===== config.mk =====
export PLATFORM = sky130hd
export DESIGN_NAME = icache_fetch
export DESIGN_NICKNAME = d
export VERILOG_FILES = /design/src/rtl/icache_fetch.sv
export SDC_FILE = /design/constraint.sdc
export NUM_CORES = 2
export LEC_CHECK = 0
export CAP_MARGIN = 20
export CELL_PAD_IN_SITES_DETAIL_PLACEMENT = 0
export CELL_PAD_IN_SITES_GLOBAL_PLACEMENT = 2
export CORE_ASPECT_RATIO = 1.1
export CORE_UTILIZATION = 55
export DETAILED_ROUTE_END_ITERATION = 8
export PLACE_DENSITY = 0.85
export SKIP_LAST_GASP = 1
export SYNTH_ARGS = -nofsm -noshare
export SYNTH_HDL_FRONTEND = slang
export SYNTH_SLANG_ARGS = --single-unit

===== constraint.sdc =====
create_clock -name CLK -period 13.6 [get_ports CLK]
set_input_delay 2.72 -clock CLK [delete_from_list [all_inputs] [get_ports CLK]]
set_output_delay 2.72 -clock CLK [all_outputs]
set_load 0.01 [all_outputs]

===== src/rtl/icache_fetch.sv =====
// Direct-mapped read-only instruction cache with a combinational hit path and a
// req/ack line-fill engine that refills one line per miss.
module icache_fetch #(
  parameter int ADDR_WIDTH = 14,
  parameter int LINES      = 16,
  parameter int WORDS      = 4
) (
  input  logic                  CLK,
  input  logic                  RESET,
  input  logic                  rden,
  input  logic [ADDR_WIDTH-1:0] addr,
  input  logic                  invalidate,
  output logic [31:0]           dout,
  output logic                  valid,
  output logic                  mem_req,
  output logic [ADDR_WIDTH-1:0] mem_addr,
  input  logic                  mem_ack,
  input  logic [31:0]           mem_rdata,
  output logic [15:0]           hit_count,
  output logic [15:0]           miss_count
);
  localparam int OFF_W = $clog2(WORDS);
  localparam int IDX_W = $clog2(LINES);
  localparam int TAG_W = ADDR_WIDTH - OFF_W - IDX_W;
  localparam logic [OFF_W-1:0] BEAT_LAST = OFF_W'(WORDS - 1);

  typedef enum logic {IDLE, FILL} state_e;

  state_e            state_q;
  logic [OFF_W-1:0]  beat_q;
  logic [TAG_W-1:0]  ftag_q;
  logic [IDX_W-1:0]  fidx_q;
  logic [LINES-1:0]  vld_q;
  logic              supp_q;
  logic [15:0]       hit_cnt_q;
  logic [15:0]       miss_cnt_q;

  logic [31:0]       data_q [LINES][WORDS];
  logic [TAG_W-1:0]  tag_q  [LINES];

  logic [OFF_W-1:0]  off;
  logic [IDX_W-1:0]  idx;
  logic [TAG_W-1:0]  tag;
  logic              hit;
  logic              fill_beat;
  logic              last_beat;

  assign off = addr[OFF_W-1:0];
  assign idx = addr[OFF_W +: IDX_W];
  assign tag = addr[ADDR_WIDTH-1 -: TAG_W];

  assign hit       = rden && (state_q == IDLE) && vld_q[idx] && (tag_q[idx] == tag);
  assign fill_beat = (state_q == FILL) && mem_ack;
  assign last_beat = fill_beat && (beat_q == BEAT_LAST);

  assign valid      = hit;
  assign dout       = hit ? data_q[idx][off] : 32'h0;
  assign mem_req    = (state_q == FILL);
  assign mem_addr   = (state_q == FILL) ? {ftag_q, fidx_q, beat_q} : '0;
  assign hit_count  = hit_cnt_q;
  assign miss_count = miss_cnt_q;

  // Storage arrays carry no reset; the valid vector alone decides what is live.
  always_ff @(posedge CLK) begin
    if (fill_beat) begin
      data_q[fidx_q][beat_q] <= mem_rdata;
      if (last_beat) tag_q[fidx_q] <= ftag_q;
    end
  end

  always_ff @(posedge CLK or posedge RESET) begin
    if (RESET) begin
      state_q    <= IDLE;
      beat_q     <= '0;
      ftag_q     <= '0;
      fidx_q     <= '0;
      vld_q      <= '0;
      supp_q     <= 1'b0;
      hit_cnt_q  <= '0;
      miss_cnt_q <= '0;
    end else begin
      case (state_q)
        IDLE: begin
          if (hit && hit_cnt_q != 16'hFFFF) hit_cnt_q <= hit_cnt_q + 16'd1;
          if (invalidate) vld_q <= '0;
          if (rden && !hit) begin
            // Old contents of the victim line stop being valid as soon as it is overwritten.
            vld_q[idx] <= 1'b0;
            state_q    <= FILL;
            ftag_q     <= tag;
            fidx_q     <= idx;
            beat_q     <= '0;
            supp_q     <= invalidate;
            if (miss_cnt_q != 16'hFFFF) miss_cnt_q <= miss_cnt_q + 16'd1;
          end
        end
        FILL: begin
          if (invalidate) begin
            vld_q  <= '0;
            supp_q <= 1'b1;
          end
          if (mem_ack) begin
            beat_q <= beat_q + OFF_W'(1);
            if (beat_q == BEAT_LAST) begin
              // A flush seen at any point of the fill, including this beat, keeps the line dead.
              if (!supp_q && !invalidate) vld_q[fidx_q] <= 1'b1;
              supp_q  <= 1'b0;
              state_q <= IDLE;
            end
          end
        end
        default: state_q <= IDLE;
      endcase
    end
  end

endmodule


==> results.sh <==
export IMPL_grt_pass1_vias=40000
export IMPL_grt_overflow=0
export IMPL_place_area_um2=90500
export IMPL_p_per_area_nw_per_um2=155
export IMPL_crit_fanout=77
export IMPL_drt_wl_total_um=211000
export IMPL_crit_path_end_kind="output port"
export IMPL_synthArstFlopShare=0.0286
export IMPL_antenna_found_initial=15
export IMPL_peakVddDrop_mv=0.145
export IMPL_yosys_warnings=0
export IMPL_cts_htree_levels=4
export IMPL_stdcell_count=6024
export IMPL_synth_cell_area_um2=86000
export IMPL_final_util=0.630
export IMPL_fin_skew_ns=0.0294
export IMPL_syn_num_nets=3570
export IMPL_drive_gt1_frac=0.316
export IMPL_synth_xor_area_frac=0.00396
export IMPL_syn2layout_area_growth_pct=13.2
export IMPL_setup_viol=0
export IMPL_io_buffers=130
export IMPL_grt_pass1_wl_um=296000
export IMPL_die_area_um2=158000
export IMPL_hold_class="flip-flop to flip-flop"
export IMPL_yosysSeqAreaShare=0.778
export IMPL_place_congestion=0.813
export IMPL_numClockSinks=2240
export IMPL_core_area_um2=155000
export IMPL_cts_buffers=206
export IMPL_min_period_over_period=0.726
export IMPL_fin_nets=3841
export IMPL_dp_hpwl_um=107000
export IMPL_rr_worst_depth=9
export IMPL_synth_edf_count=2176
export IMPL_first_pass_iters=7
export IMPL_arrival_ns=7.15
export IMPL_yosys_most_used_dff="edfxtp_1"
export IMPL_final_antenna_net_count=0
export IMPL_tritoncts="yes"
export IMPL_final_common_cell="edfxtp_1"
export IMPL_cts_resized=0
export IMPL_synth_adder_area_share=0.000873
export IMPL_synth_simple_area_share=0.0143
export IMPL_clock_latency_ns=0.85
export IMPL_dpl_cell_count=5636
export IMPL_cp_start_kind="primary input"
export IMPL_num_fill_cells=10100
export IMPL_crit_required_ns=10.88
export IMPL_synth_compound_area_frac=0.00390
export IMPL_synth_seq_cells=2240
export IMPL_power_leakage_nw=30.3
export IMPL_ctsHoldBuffers=0
export IMPL_syn_area_per_cell_um2=24.5
export IMPL_grt_max_degree=142
export IMPL_tightestPinTransition_ns=1.12
export IMPL_viasPerCell=6.58
export IMPL_final_cell_area_um2=97300
export IMPL_cts_path_max_buffers=3
export IMPL_tns_ns=0
export IMPL_rows=151
export IMPL_dieHeight_um=417
export IMPL_drt_iter0_drc=5283
export IMPL_path_class="primary input to output port"
export IMPL_fmax_ghz=0.101
export IMPL_ioPinCount=131
export IMPL_synth_top_family_by_area="multiplexers"
export IMPL_report_final_slew_viol_count=0
export IMPL_initial_core_util=0.557
export IMPL_wire_per_inst_um=35.0
export IMPL_slew_headroom=0.254
export IMPL_track_usage=0.272
export IMPL_synthDistinctLibCells=46
export IMPL_final_cell_mix="2176 x edfxtp_1, 709 x mux4_2, 208 x clkbuf_16"
export IMPL_clkTransAtPathRegs_ns=0.06
export IMPL_max_cap_viol_count=0
export IMPL_finalCriticalPeriod_ns=9.87
export IMPL_status="finished clean"
export IMPL_power_w=0.0150
export IMPL_synth_cells=3513
export IMPL_synth_mux_area_frac=0.190
export IMPL_cts_setup_buffers=0
export IMPL_drcViolationCount=0
export IMPL_hold_viol=0
export IMPL_hold_path_depth=1
export IMPL_rsz0062_at_grt="false"
export IMPL_die_width_um=379
export IMPL_vias=39700
export IMPL_root_buffer="clkbuf_16"
[where the power goes]
part | switching, W | internal [W] | total, W | leakage (nW)
clock network | 0.00248 | 0.00331 | 0.00579 | 3.28
logic | 0.000795 | 0.000448 | 0.00124 | 6.56
registers | 0.000133 | 0.00787 | 0.00801 | 20.4
[final timing paths]
check                               from             to  slack, ns
setup / recovery                 addr[3]        dout[9]       3.73
hold / removal             miss_count[8]  miss_count[8]       0.48
setup reg to reg             tag_q[0][3]  miss_count[1]      10.03
hold reg to reg            miss_count[8]  miss_count[8]       0.48
max in group asynchronous          RESET       vld_q[2]      10.58
min in group asynchronous          RESET  hit_count[14]       2.45
[synth_stat cells (3+ instances only)]
master	count	area [um2]
buf_1	69	259
nor2_1	79	297
nand3_1	19	95.1
dfrtp_1	64	1600
nand4_1	7	43.8
a31oi_1	18	113
mux4_2	709	16000
a21oi_1	11	55.1
edfxtp_1	2176	65300
o21ai_0	3	15.0
mux2i_1	16	160
nor2b_1	41	257
nor3_1	7	35.0
a32oi_1	9	78.8
and3_1	6	37.5
xnor2_1	21	184
buf_2	8	40.0
and2_1	20	125
ha_1	6	75.1
nand2_1	29	109
clkbuf_1	109	409
xor2_1	16	140
or3_1	3	18.8
and4_1	3	26.3
mux2_2	17	191
nor4b_2	3	45.0
nor4_1	11	68.8
inv_1	11	41.3
[per-layer routing]
layer,vias up,GRT usage,share of wire
met1,21500,0.377,0.37
li1,15700,-,-
met4,16,0.103,0.040
met2,2091,0.433,0.49
met5,-,0,0.00058
met3,367,0.0559,0.097
[logic make-up after synthesis]
logic type               after synthesis
AO/OA/AOI/OAI                         50
XOR/XNOR                              38
adder cells (fa/ha/maj)                6
buffers and inverters                200
flip-flops                          2240
multiplexers                         742
AND/OR/NAND/NOR                      237
[metrics by stage]
stage | setup slack (ns) | hold WS (ns)
3_3_place_gp | 3.73 | 0.475
3_5_place_dp | 3.68 | 0.471
6_report | 3.73 | 0.484
2_1_floorplan | 5.22 | 0.504
4_1_cts | 3.68 | 0.483
5_1_grt | 3.51 | 0.502
[cell type report]
| type | count | area [um2] | share of cell area |
|---|---|---|---|
| multi-input cells | 1073 | 18800 | 0.193 |
| clock inverters | 131 | 1410 | 0.0145 |
| well taps | 2065 | 2580 | 0.0265 |
| flip-flops and latches | 2240 | 66900 | 0.688 |
| diodes | 7 | 17.5 | 0.000180 |
| repair buffers | 251 | 2210 | 0.0227 |
| inverters | 12 | 45.0 | 0.000463 |
| clock buffers | 245 | 5340 | 0.0549 |
[registers in the layout (all words and copies together), names as in the netlist]
| signal | count |
|---|---|
| hit_count | 16 |
| fidx_q | 4 |
| data_q | 2048 |
| vld_q | 16 |
| beat_q | 2 |
| supp_q | 1 |
| tag_q | 128 |
| ftag_q | 8 |
| miss_count | 16 |
| mem_req | 1 |
[worst max-delay path, stage by stage]
cell,delay (ns)
buf_8,0.48
buf_4,0.76
buf_4,0.83
mux4_2,0.43
mux4_2,0.53
mux4_2,0.50
nor2b_1,0.17
clkdlybuf4s50_1,0.52
Note: power is estimated with default switching activity, not from simulation.
